[config.mk]
export PLATFORM = sky130hd
export DESIGN_NAME = softmax_strided_loader
export DESIGN_NICKNAME = d
export VERILOG_FILES = /design/src/rtl/softmax_strided_loader.sv
export SDC_FILE = /design/constraint.sdc
export NUM_CORES = 2
export LEC_CHECK = 0
export ABC_AREA = 0
export CAP_MARGIN = 20
export CORE_MARGIN = 1.5
export CORE_UTILIZATION = 50
export DETAILED_ROUTE_END_ITERATION = 7
export HOLD_SLACK_MARGIN = 0.15
export PLACE_DENSITY = 0.72
export SETUP_SLACK_MARGIN = 0.05
export SYNTH_ARGS = -nofsm -noshare
export SYNTH_HDL_FRONTEND = slang
export SYNTH_SLANG_ARGS = --single-unit
[constraint.sdc]
create_clock -name clk -period 6.4 [get_ports clk]
set_input_delay 1.28 -clock clk [delete_from_list [all_inputs] [get_ports clk]]
set_output_delay 1.28 -clock clk [all_outputs]
set_load 0.01 [all_outputs]
[src/rtl/softmax_strided_loader.sv]
`default_nettype none
// ============================================================================
// Module   : softmax_strided_loader
// Brief    : Fetches strided rows through a burst read master and unpacks the
//            beats into a show-ahead word FIFO, marking each row's last word.
// Revision : 1.0 - initial release
// ============================================================================
module softmax_strided_loader #(
  parameter int XAW  = 32,
  parameter int XDW  = 128,
  parameter int DW   = 32,
  parameter int MAXB = 32,
  parameter int FD   = 64,
  parameter int LW   = 16,
  parameter int CW   = 12
) (
  input  logic           clk,
  input  logic           rst,
  input  logic           cfg_go,
  input  logic [XAW-1:0] cfg_base,
  input  logic [LW-1:0]  cfg_len,
  input  logic [CW-1:0]  cfg_rows,
  input  logic [XAW-1:0] cfg_stride,
  output logic           busy,
  output logic           done,
  output logic           rmst_fixed_location,
  output logic [XAW-1:0] rmst_read_base,
  output logic [XAW-1:0] rmst_read_length,
  output logic           rmst_go,
  input  logic           rmst_done,
  output logic           rmst_user_read_buffer,
  input  logic [XDW-1:0] rmst_user_buffer_data,
  input  logic           rmst_user_data_available,
  output logic           out_valid,
  output logic [DW-1:0]  out_data,
  output logic           out_last,
  input  logic           out_ready
);

  localparam int c_WCNT = XDW / DW;
  localparam int c_WSH  = (c_WCNT > 1) ? $clog2(c_WCNT) : 0;
  localparam int c_IW   = (c_WCNT > 1) ? $clog2(c_WCNT) : 1;
  localparam int c_AW   = $clog2(FD);
  localparam int c_CNTW = c_AW + 1;
  localparam logic [XAW-1:0] c_BEAT_BYTES = XAW'(XDW / 8);

  typedef enum logic [2:0] {
    S_IDLE   = 3'd0,
    S_SETUP  = 3'd1,
    S_ISSUE  = 3'd2,
    S_WAIT   = 3'd3,
    S_ROWEND = 3'd4,
    S_FINISH = 3'd5
  } state_t;

  state_t          r_state, w_state_next;
  logic [LW-1:0]   r_len, r_row_beats, r_rem, r_burst;
  logic [CW-1:0]   r_rows_left;
  logic [XAW-1:0]  r_stride, r_row_addr, r_rd_base, r_rd_len;
  logic            r_row_done;

  logic [XDW-1:0]  r_beat;
  logic            r_uvalid;
  logic [c_IW-1:0] r_idx;
  logic [LW-1:0]   r_word_cnt;

  logic [DW:0]     r_mem [FD];
  logic [c_AW-1:0] r_wr, r_rd;
  logic [c_CNTW-1:0] r_count;

  logic [LW-1:0]   w_row_beats_cfg, w_setup_burst, w_rem_next, w_next_burst;
  logic            w_accept, w_push, w_pop, w_read, w_word_last, w_final, w_push_last;
  logic [c_CNTW-1:0] w_free;

  assign w_row_beats_cfg = LW'(({1'b0, cfg_len} + (LW+1)'(c_WCNT - 1)) >> c_WSH);
  assign w_setup_burst   = (r_row_beats > LW'(MAXB)) ? LW'(MAXB) : r_row_beats;
  assign w_rem_next      = r_rem - r_burst;
  assign w_next_burst    = (w_rem_next > LW'(MAXB)) ? LW'(MAXB) : w_rem_next;

  // Beats are only taken while a burst of the current transfer is outstanding.
  assign w_accept    = (r_state == S_ISSUE) || (r_state == S_WAIT);
  assign w_push      = r_uvalid;
  assign w_word_last = (r_word_cnt == r_len - LW'(1));
  assign w_final     = w_word_last || (r_idx == c_IW'(c_WCNT - 1));
  assign w_push_last = w_push && w_word_last;
  assign w_free      = c_CNTW'(FD) - r_count;
  assign w_read      = rmst_user_data_available && w_accept && (!r_uvalid || w_final) &&
                       (w_free >= c_CNTW'(c_WCNT) + c_CNTW'(r_uvalid));
  assign w_pop       = (r_count != '0) && out_ready;

  always_ff @(posedge clk) begin
    if (rst) r_state <= S_IDLE;
    else     r_state <= w_state_next;
  end

  always_comb begin
    w_state_next = r_state;
    case (r_state)
      S_IDLE:   if (cfg_go) w_state_next = S_SETUP;
      S_SETUP:  w_state_next = (r_len == '0 || r_rows_left == '0) ? S_FINISH : S_ISSUE;
      S_ISSUE:  w_state_next = S_WAIT;
      S_WAIT: begin
        if (rmst_done && r_rem != '0) begin
          if (w_rem_next != '0) w_state_next = S_ISSUE;
        end else if (r_rem == '0 && (r_row_done || w_push_last)) begin
          w_state_next = S_ROWEND;
        end
      end
      S_ROWEND: w_state_next = (r_rows_left > CW'(1)) ? S_SETUP : S_FINISH;
      S_FINISH: w_state_next = S_IDLE;
      default:  w_state_next = S_IDLE;
    endcase
  end

  always_ff @(posedge clk) begin
    if (rst) begin
      r_len       <= '0;
      r_row_beats <= '0;
      r_rows_left <= '0;
      r_stride    <= '0;
      r_row_addr  <= '0;
      r_rem       <= '0;
      r_burst     <= '0;
      r_rd_base   <= '0;
      r_rd_len    <= '0;
      r_row_done  <= 1'b0;
    end else begin
      case (r_state)
        S_IDLE: if (cfg_go) begin
          r_len       <= cfg_len;
          r_row_beats <= w_row_beats_cfg;
          r_rows_left <= cfg_rows;
          r_stride    <= cfg_stride;
          r_row_addr  <= cfg_base;
        end
        S_SETUP: begin
          r_rem      <= r_row_beats;
          r_burst    <= w_setup_burst;
          r_rd_base  <= r_row_addr;
          r_rd_len   <= XAW'(w_setup_burst) * c_BEAT_BYTES;
          r_row_done <= 1'b0;
        end
        S_WAIT: begin
          // Burst address/length only move once the previous burst has completed.
          if (rmst_done && r_rem != '0) begin
            r_rem <= w_rem_next;
            if (w_rem_next != '0) begin
              r_burst   <= w_next_burst;
              r_rd_base <= r_rd_base + XAW'(r_burst) * c_BEAT_BYTES;
              r_rd_len  <= XAW'(w_next_burst) * c_BEAT_BYTES;
            end
          end
          if (w_push_last) r_row_done <= 1'b1;
        end
        S_ROWEND: begin
          r_rows_left <= r_rows_left - CW'(1);
          r_row_addr  <= r_row_addr + r_stride;
        end
        default: ;
      endcase
    end
  end

  always_ff @(posedge clk) begin
    if (rst) begin
      r_beat     <= '0;
      r_uvalid   <= 1'b0;
      r_idx      <= '0;
      r_word_cnt <= '0;
    end else begin
      if (r_state == S_IDLE && cfg_go) r_word_cnt <= '0;
      else if (w_push)                 r_word_cnt <= w_word_last ? '0 : r_word_cnt + LW'(1);
      // Words past the row length are dropped by ending the beat early.
      if (w_read) begin
        r_beat   <= rmst_user_buffer_data;
        r_uvalid <= 1'b1;
        r_idx    <= '0;
      end else if (w_push) begin
        r_beat <= r_beat >> DW;
        r_idx  <= r_idx + c_IW'(1);
        if (w_final) r_uvalid <= 1'b0;
      end
    end
  end

  always_ff @(posedge clk) begin
    if (w_push) r_mem[r_wr] <= {w_word_last, r_beat[DW-1:0]};
  end

  always_ff @(posedge clk) begin
    if (rst) begin
      r_wr    <= '0;
      r_rd    <= '0;
      r_count <= '0;
    end else begin
      if (w_push) r_wr <= r_wr + c_AW'(1);
      if (w_pop)  r_rd <= r_rd + c_AW'(1);
      case ({w_push, w_pop})
        2'b10:   r_count <= r_count + c_CNTW'(1);
        2'b01:   r_count <= r_count - c_CNTW'(1);
        default: r_count <= r_count;
      endcase
    end
  end

  assign out_valid             = (r_count != '0);
  assign out_data              = out_valid ? r_mem[r_rd][DW-1:0] : '0;
  assign out_last              = out_valid ? r_mem[r_rd][DW] : 1'b0;
  assign busy                  = (r_state != S_IDLE);
  assign done                  = (r_state == S_FINISH);
  assign rmst_go               = (r_state == S_ISSUE);
  assign rmst_fixed_location   = 1'b0;
  assign rmst_read_base        = r_rd_base;
  assign rmst_read_length      = r_rd_len;
  assign rmst_user_read_buffer = w_read;

endmodule
`default_nettype wire

* Yosys cells after proc, flatten, opt, wreduce, memory -nomap -nowiden
Memory sizes are Yosys's and may differ from the RTL's. A register that Yosys moved wholly into a read port is not among the register bits.
Cells that the tools add are included.
Widths: inputs -> output; s select.
** Storage, ports and cells
- Bits in writable memories :: 2112
- Memories :: 1
- Latch bits :: 0
- Output and inout port bits :: 103
- Bits in read-only memories :: 0
- Word-level logic and storage cells :: 125
- Bits in registers :: 373
** Cells by class
- Shift operators :: 0
- Div/mod/pow operators :: 0
- Bitwise logic cells :: 0
- Magnitude comparators :: 4
- Mux-type cells :: 39
- Reductions and logical operators :: 34
- Multipliers :: 0
- Add/subtract/negate cells :: 14
- Equal/unequal tests :: 15
** Memories
- r_mem :: depth 64, width 33, rd ports 1, clocked after Yosys merged registers in 1, wr ports 1, RTL line 67 : logic [DW:0] r_mem [FD];
** Operators with widths (number)
- $mux 128 :: 2
- $mux 32 :: 6
- $pmux 32 s2 :: 3
- $mux 16 :: 5
- $pmux 16 s2 :: 2
- $add 32x20->32 :: 1
- $add 32x32->32 :: 1
- $logic_not 16->1 :: 2
- $reduce_bool 16->1 :: 2
- $pmux 12 s2 :: 1
- $mux 3 :: 6
- $add 16x2->17 const B :: 1
- $add 16x1->16 const B :: 1
- $eq 16x16->1 :: 1
- $gt 16x6->1 const B :: 1
- $sub 16x1->16 const B :: 1
- $sub 16x16->16 :: 1
- $gt 15x6->1 const B :: 1
- $mux 15 :: 1
- $pmux 3 s5 :: 1
- $pmux 7 s2 :: 1
- $add 6x1->6 const B :: 2
- $gt 12x1->1 const B :: 1
- $logic_not 12->1 :: 1
- 30 further kinds :: 61

* Longest topological paths before layout
- Depth in word-level cells :: 8
- Gate-level depth with buffers :: 17
- Gate-level depth less buffers :: 16

* Least setup slack after synthesis
OpenSTA, ideal clock, no wires.
- Path kind :: reg-to-reg
- From :: reg r_uvalid
- To :: mem r_mem[33][0] (netlist bit), enable pin
- Required time :: 5936 ps
- Library setup time :: 464 ps
- Stages on the path, launching flop included :: 6
- Slack :: 2060 ps
- Data arrival time :: 3876 ps
- Cells stage by stage :: dfxtp_1 clkbuf_1 clkbuf_1 buf_1 nand3_1 nor3_1
** Between the ends
- Longest elaborated chain between the ends :: 2
** Ends and longest elaborated chain
- start, declared :: RTL line 63 : logic r_uvalid;
- start signal, assigned :: RTL line 167 : r_uvalid <= 1'b0;
- start signal, assigned :: RTL line 176 : r_uvalid <= 1'b1;
- start signal, assigned :: RTL line 181 : if (w_final) r_uvalid <= 1'b0;
- $mux 1 :: RTL line 187 : if (w_push) r_mem[r_wr] <= {w_word_last, r_beat[DW-1:0]};
- $mux 1 (implied by the code) :: RTL line 187
- end, declared :: RTL line 67
Every way passes these cells.

==> results by stage <==
Run status:
- The run finished with clean final reports.

Place:
- The HPWL after detailed placement is 148000 um.
- The global placer's final weighted congestion is 0.873.
- The number of input and output port buffers inserted is 311.
- Timing analysis after detailed placement gives a worst setup slack of 1.17 ns.

Critical path:
- Of all nets on the critical path, the largest fanout is 29.
- STA classifies the critical path startpoint as a flip-flop.
- The number of buffers and inverters on the critical path is 2.
- The data required time at the worst endpoint is 5.12 ns.
- The number of cells on the worst reg-to-reg path is 13.
- The end of the worst register-to-register path is r_beat[14]$_SDFFE_PP0P_.
- The critical path goes through buf_4, mux4_2, mux4_2, nor2b_1, a211oi_1, a211oi_1, clkdlybuf4s50_1.
- The type of destination of the critical path is an output port.
- The cell family contributing the most delay on the critical path is buffers and inverters.
- Across all register-to-register paths, the minimum setup slack is 1.65 ns.
- The worst flop-to-flop path startpoint is r_len[0]$_SDFFE_PP0P_.
- On the worst path, the slowest cell contributes a delay of 0.87 ns.
- The start-to-end type of the worst setup path is flip-flop to output port.
- For the worst setup path, the data arrival time is 4.95 ns.
- The slowest stage of the critical path is the sky130_fd_sc_hd__dfxtp_4 cell.

Yosys:
- Of all flip-flops after synthesis, the portion carrying an async set or reset was 0%.
- The leading area contributor after synthesis is sky130_fd_sc_hd__edfxtp_1.
- The sequential cell area fraction in the yosys report is 71.1%.
- The gate count of the mapped netlist is 5435.
- The commonest cells after synthesis are sky130_fd_sc_hd__edfxtp_1, sky130_fd_sc_hd__mux4_2, sky130_fd_sc_hd__dfxtp_1, sky130_fd_sc_hd__nor2_1, sky130_fd_sc_hd__nand2_1.
- Summing every instance area after synthesis gives 98900 um2.
- The average instance area after synthesis is 18.2 um2.
- The share of the synthesized area in the top cell type is 64.1%.
- In this run, synthesis produced a sequential element count of 2459.
- The number of library cell types mapped by synthesis is 82.
- The leading register cell type out of synthesis is sky130_fd_sc_hd__edfxtp_1.
- Counting flops with a built-in enable in the synthesized netlist gives 2112.
- In the post-synthesis netlist, the biggest area contributors are sky130_fd_sc_hd__edfxtp_1, sky130_fd_sc_hd__mux4_2, sky130_fd_sc_hd__dfxtp_1.
- During synthesis, Yosys emitted a total of 0 warnings.
- The most common cell in the netlist is sky130_fd_sc_hd__edfxtp_1.

Route:
- The post-detailed-route wirelength per cell is 29.7 um.
- The count of antenna-violating nets left after detailed routing is 0.
- The via-per-instance ratio is 6.31.
- Detailed routing inserted a total of 54600 vias.
- The first TritonRoute pass finished after 6 iterations.
- In the routed design, unresolved DRC markers number 0.
- The number of DRC violations after detailed-routing iteration 0 is 6951.
- For this block, the routed nets add up to 258000 um of wire.

Global route:
- Global routing finished with a remaining overflow of 0.
- The global-route wire length before repair is 371000 um.
- The number of global-route vias before repair is 53800.
- In the global route stage, met3 resource usage came out at 4.93%.
- The layer flagged by global routing as most heavily used is met2.
- Global routing consumed, over all layers together, 25.6% of the routing resources.
- The pin count of the biggest net entering global routing is 123.
- Global routing consumed, on the met1 layer, 35.0% of the routing resources.
- In the global route stage, met2 resource usage came out at 41.7%.
- The initial antenna violation count is 22.

Timing:
- The final count of pins violating max slew is 0.
- The final worst-path cycle share is 97.4%.
- Setup repair after global routing left no endpoint under its margin.
- The actual slew at the worst max-slew pin is 1.18 ns.
- Setup total negative slack on the finished layout was measured at 0 ns.
- Headroom to the max-slew limit came out at 20.9%.
- The clock period minus final worst setup slack is 6.23 ns.
- The slack of the critical path is 0.168 ns.
- The final setup violation count is 0.
- On the final layout, the worst clock skew is 0.0308 ns.
- The final-report hold violation count was 0.
- Based on the critical path, the design can be clocked at up to 0.160 GHz.

CTS:
- The number of gates resized after CTS is 0.
- The number of hold buffers added after CTS was 0.
- The H-tree generated during clock tree synthesis spans 4 levels.
- The clock drives 2459 sinks.
- The longest clock path from root to sink contains 3 buffers.
- CTS placed an instance of sky130_fd_sc_hd__clkbuf_16 at the clock tree root.
- Clock latency on the worst-skew pair, taken at its later pin, is 0.89 ns.
- TritonCTS built the clock tree.
- The number of clock buffers inserted by TritonCTS is 225.
- After clock tree synthesis, the clock-pin slew on the worst setup and hold paths is 0.06 ns.
- The post-CTS setup buffer count is 0.

Hold path:
- The worst hold path passes through 2 cells.
- The worst hold path class is flip-flop to flip-flop.
- The start point of the worst min-delay path is r_stride[8]$_SDFFE_PP0P_.
- The worst hold endpoint is r_stride[8]$_SDFFE_PP0P_.

Power:
- The analysis attributes to cell leakage a power of 0.0356 uW.
- The worst-case IR drop observed on VDD is 0.299 mV.
- The power per cell area is 350 nW/um2.

Die:
- The floorplan has 163 rows.
- Measured along the y axis, the die boundary spans 448 um.
- The area of the die is 201000 um2.
- The number of top-level pins is 329.
- The placeable core area is 197000 um2.
- The starting density of the core is 50.2%.
- The horizontal die dimension is 448 um.

Layout:
- For this run, the post-layout net count is 6128.
- Cells with a size suffix above 1 make up 22.0% of the layout.
- The layout overhead on the synthesized area is 15.3%.

Job:
- The tool flagged a number of max-cap violations equal to 0.
[where the power goes]
group	switching [uW]	internal (uW)	leakage, uW
logic	4430	3460	0.00984
registers	536	18300	0.0223
clock network	5920	7250	0.00352
total	10900	29000	0.0356
[how the worst max path moves through the flow]
stage | start | endpoint | slack (ns) | depth (start not counted)
global route | flip-flop | out_data[16] | 0.09 | 7
detailed placement | flip-flop | out_data[16] | 1.17 | 7
floorplan | r_uvalid$_SDFF_PP0_ | r_mem[33][0]$_DFFE_PP_ | 2.06 | 5
global placement | flip-flop | out_data[16] | 1.12 | 7
finish | flip-flop | out_data[16] | 0.17 | 7
CTS | flip-flop | out_data[16] | 0.21 | 7
[routing by layer]
layer  part of all wire [%]  vias up
met3                    9.4      471
li1                       -    22700
met2                     49     3085
met1                     39    28300
met4                    3.3       20
met5                  0.050        -
[state kept, by name (all words and copies together) (netlist names), 12 cells and up, named ones only]
signal	count
rmst_read_length	16
r_beat	128
r_rows_left	12
r_row_beats	15
r_stride	32
r_mem	2112
r_len	16
rmst_read_base	32
r_rem	16
r_word_cnt	16
r_row_addr	32
[worst min-delay path, delay by kind of cell (launching register included)]
kind            cells  cell delay, ns
flops               1            0.31
compound gates      1            0.05
simple gates        1            0.05
[cell families after synthesis]
kind of cell,share of synthesized area (%)
mux,16.7
simple gates,4.29
compound gates,4.28
fa+ha+maj,1.05
other cells,0.00379
buf+inv,1.63
xor+xnor,0.965
flops,71.1
[per-stage QoR]
stage               util, %  instances  hold WS (ns)  cell area (um2)  power [uW]
floorplan                 -       5451         0.438            99000       24100
global placement       53.8       8195         0.448           106000       26700
detailed placement     53.9       8203         0.452           106000       26900
CTS                    57.5       8621         0.464           113000       39900
global route           57.9       8652         0.477           114000       41200
finish                 57.9       8658         0.464           114000       39900
[cell type report]
class	count	area, um2
Tap cell	2640	3300
Fill cell	14400	83000
Multi-Input combinational cell	2588	27500
Inverter	54	203
Clock inverter	125	1140
Antenna cell	6	15.0
Clock buffer	293	6050
Timing Repair Buffer	493	5370
Sequential cell	2459	70400
[cells in the final DEF, fill, tap and decap left out, types with 61 or more instances in the layout]
cell type	synthesis	final
sky130_fd_sc_hd__a211oi_1	177	177
sky130_fd_sc_hd__a21oi_1	217	217
sky130_fd_sc_hd__buf_4	17	118
sky130_fd_sc_hd__clkbuf_16	0	228
sky130_fd_sc_hd__clkdlybuf4s50_1	0	310
sky130_fd_sc_hd__dfxtp_1	347	308
sky130_fd_sc_hd__edfxtp_1	2112	2112
sky130_fd_sc_hd__ha_1	77	77
sky130_fd_sc_hd__mux2i_1	117	117
sky130_fd_sc_hd__mux4_2	680	680
sky130_fd_sc_hd__nand2_1	309	307
sky130_fd_sc_hd__nand3_1	80	80
sky130_fd_sc_hd__nor2_1	323	261
sky130_fd_sc_hd__nor2_4	0	61
(Power assumes the default switching activity.)
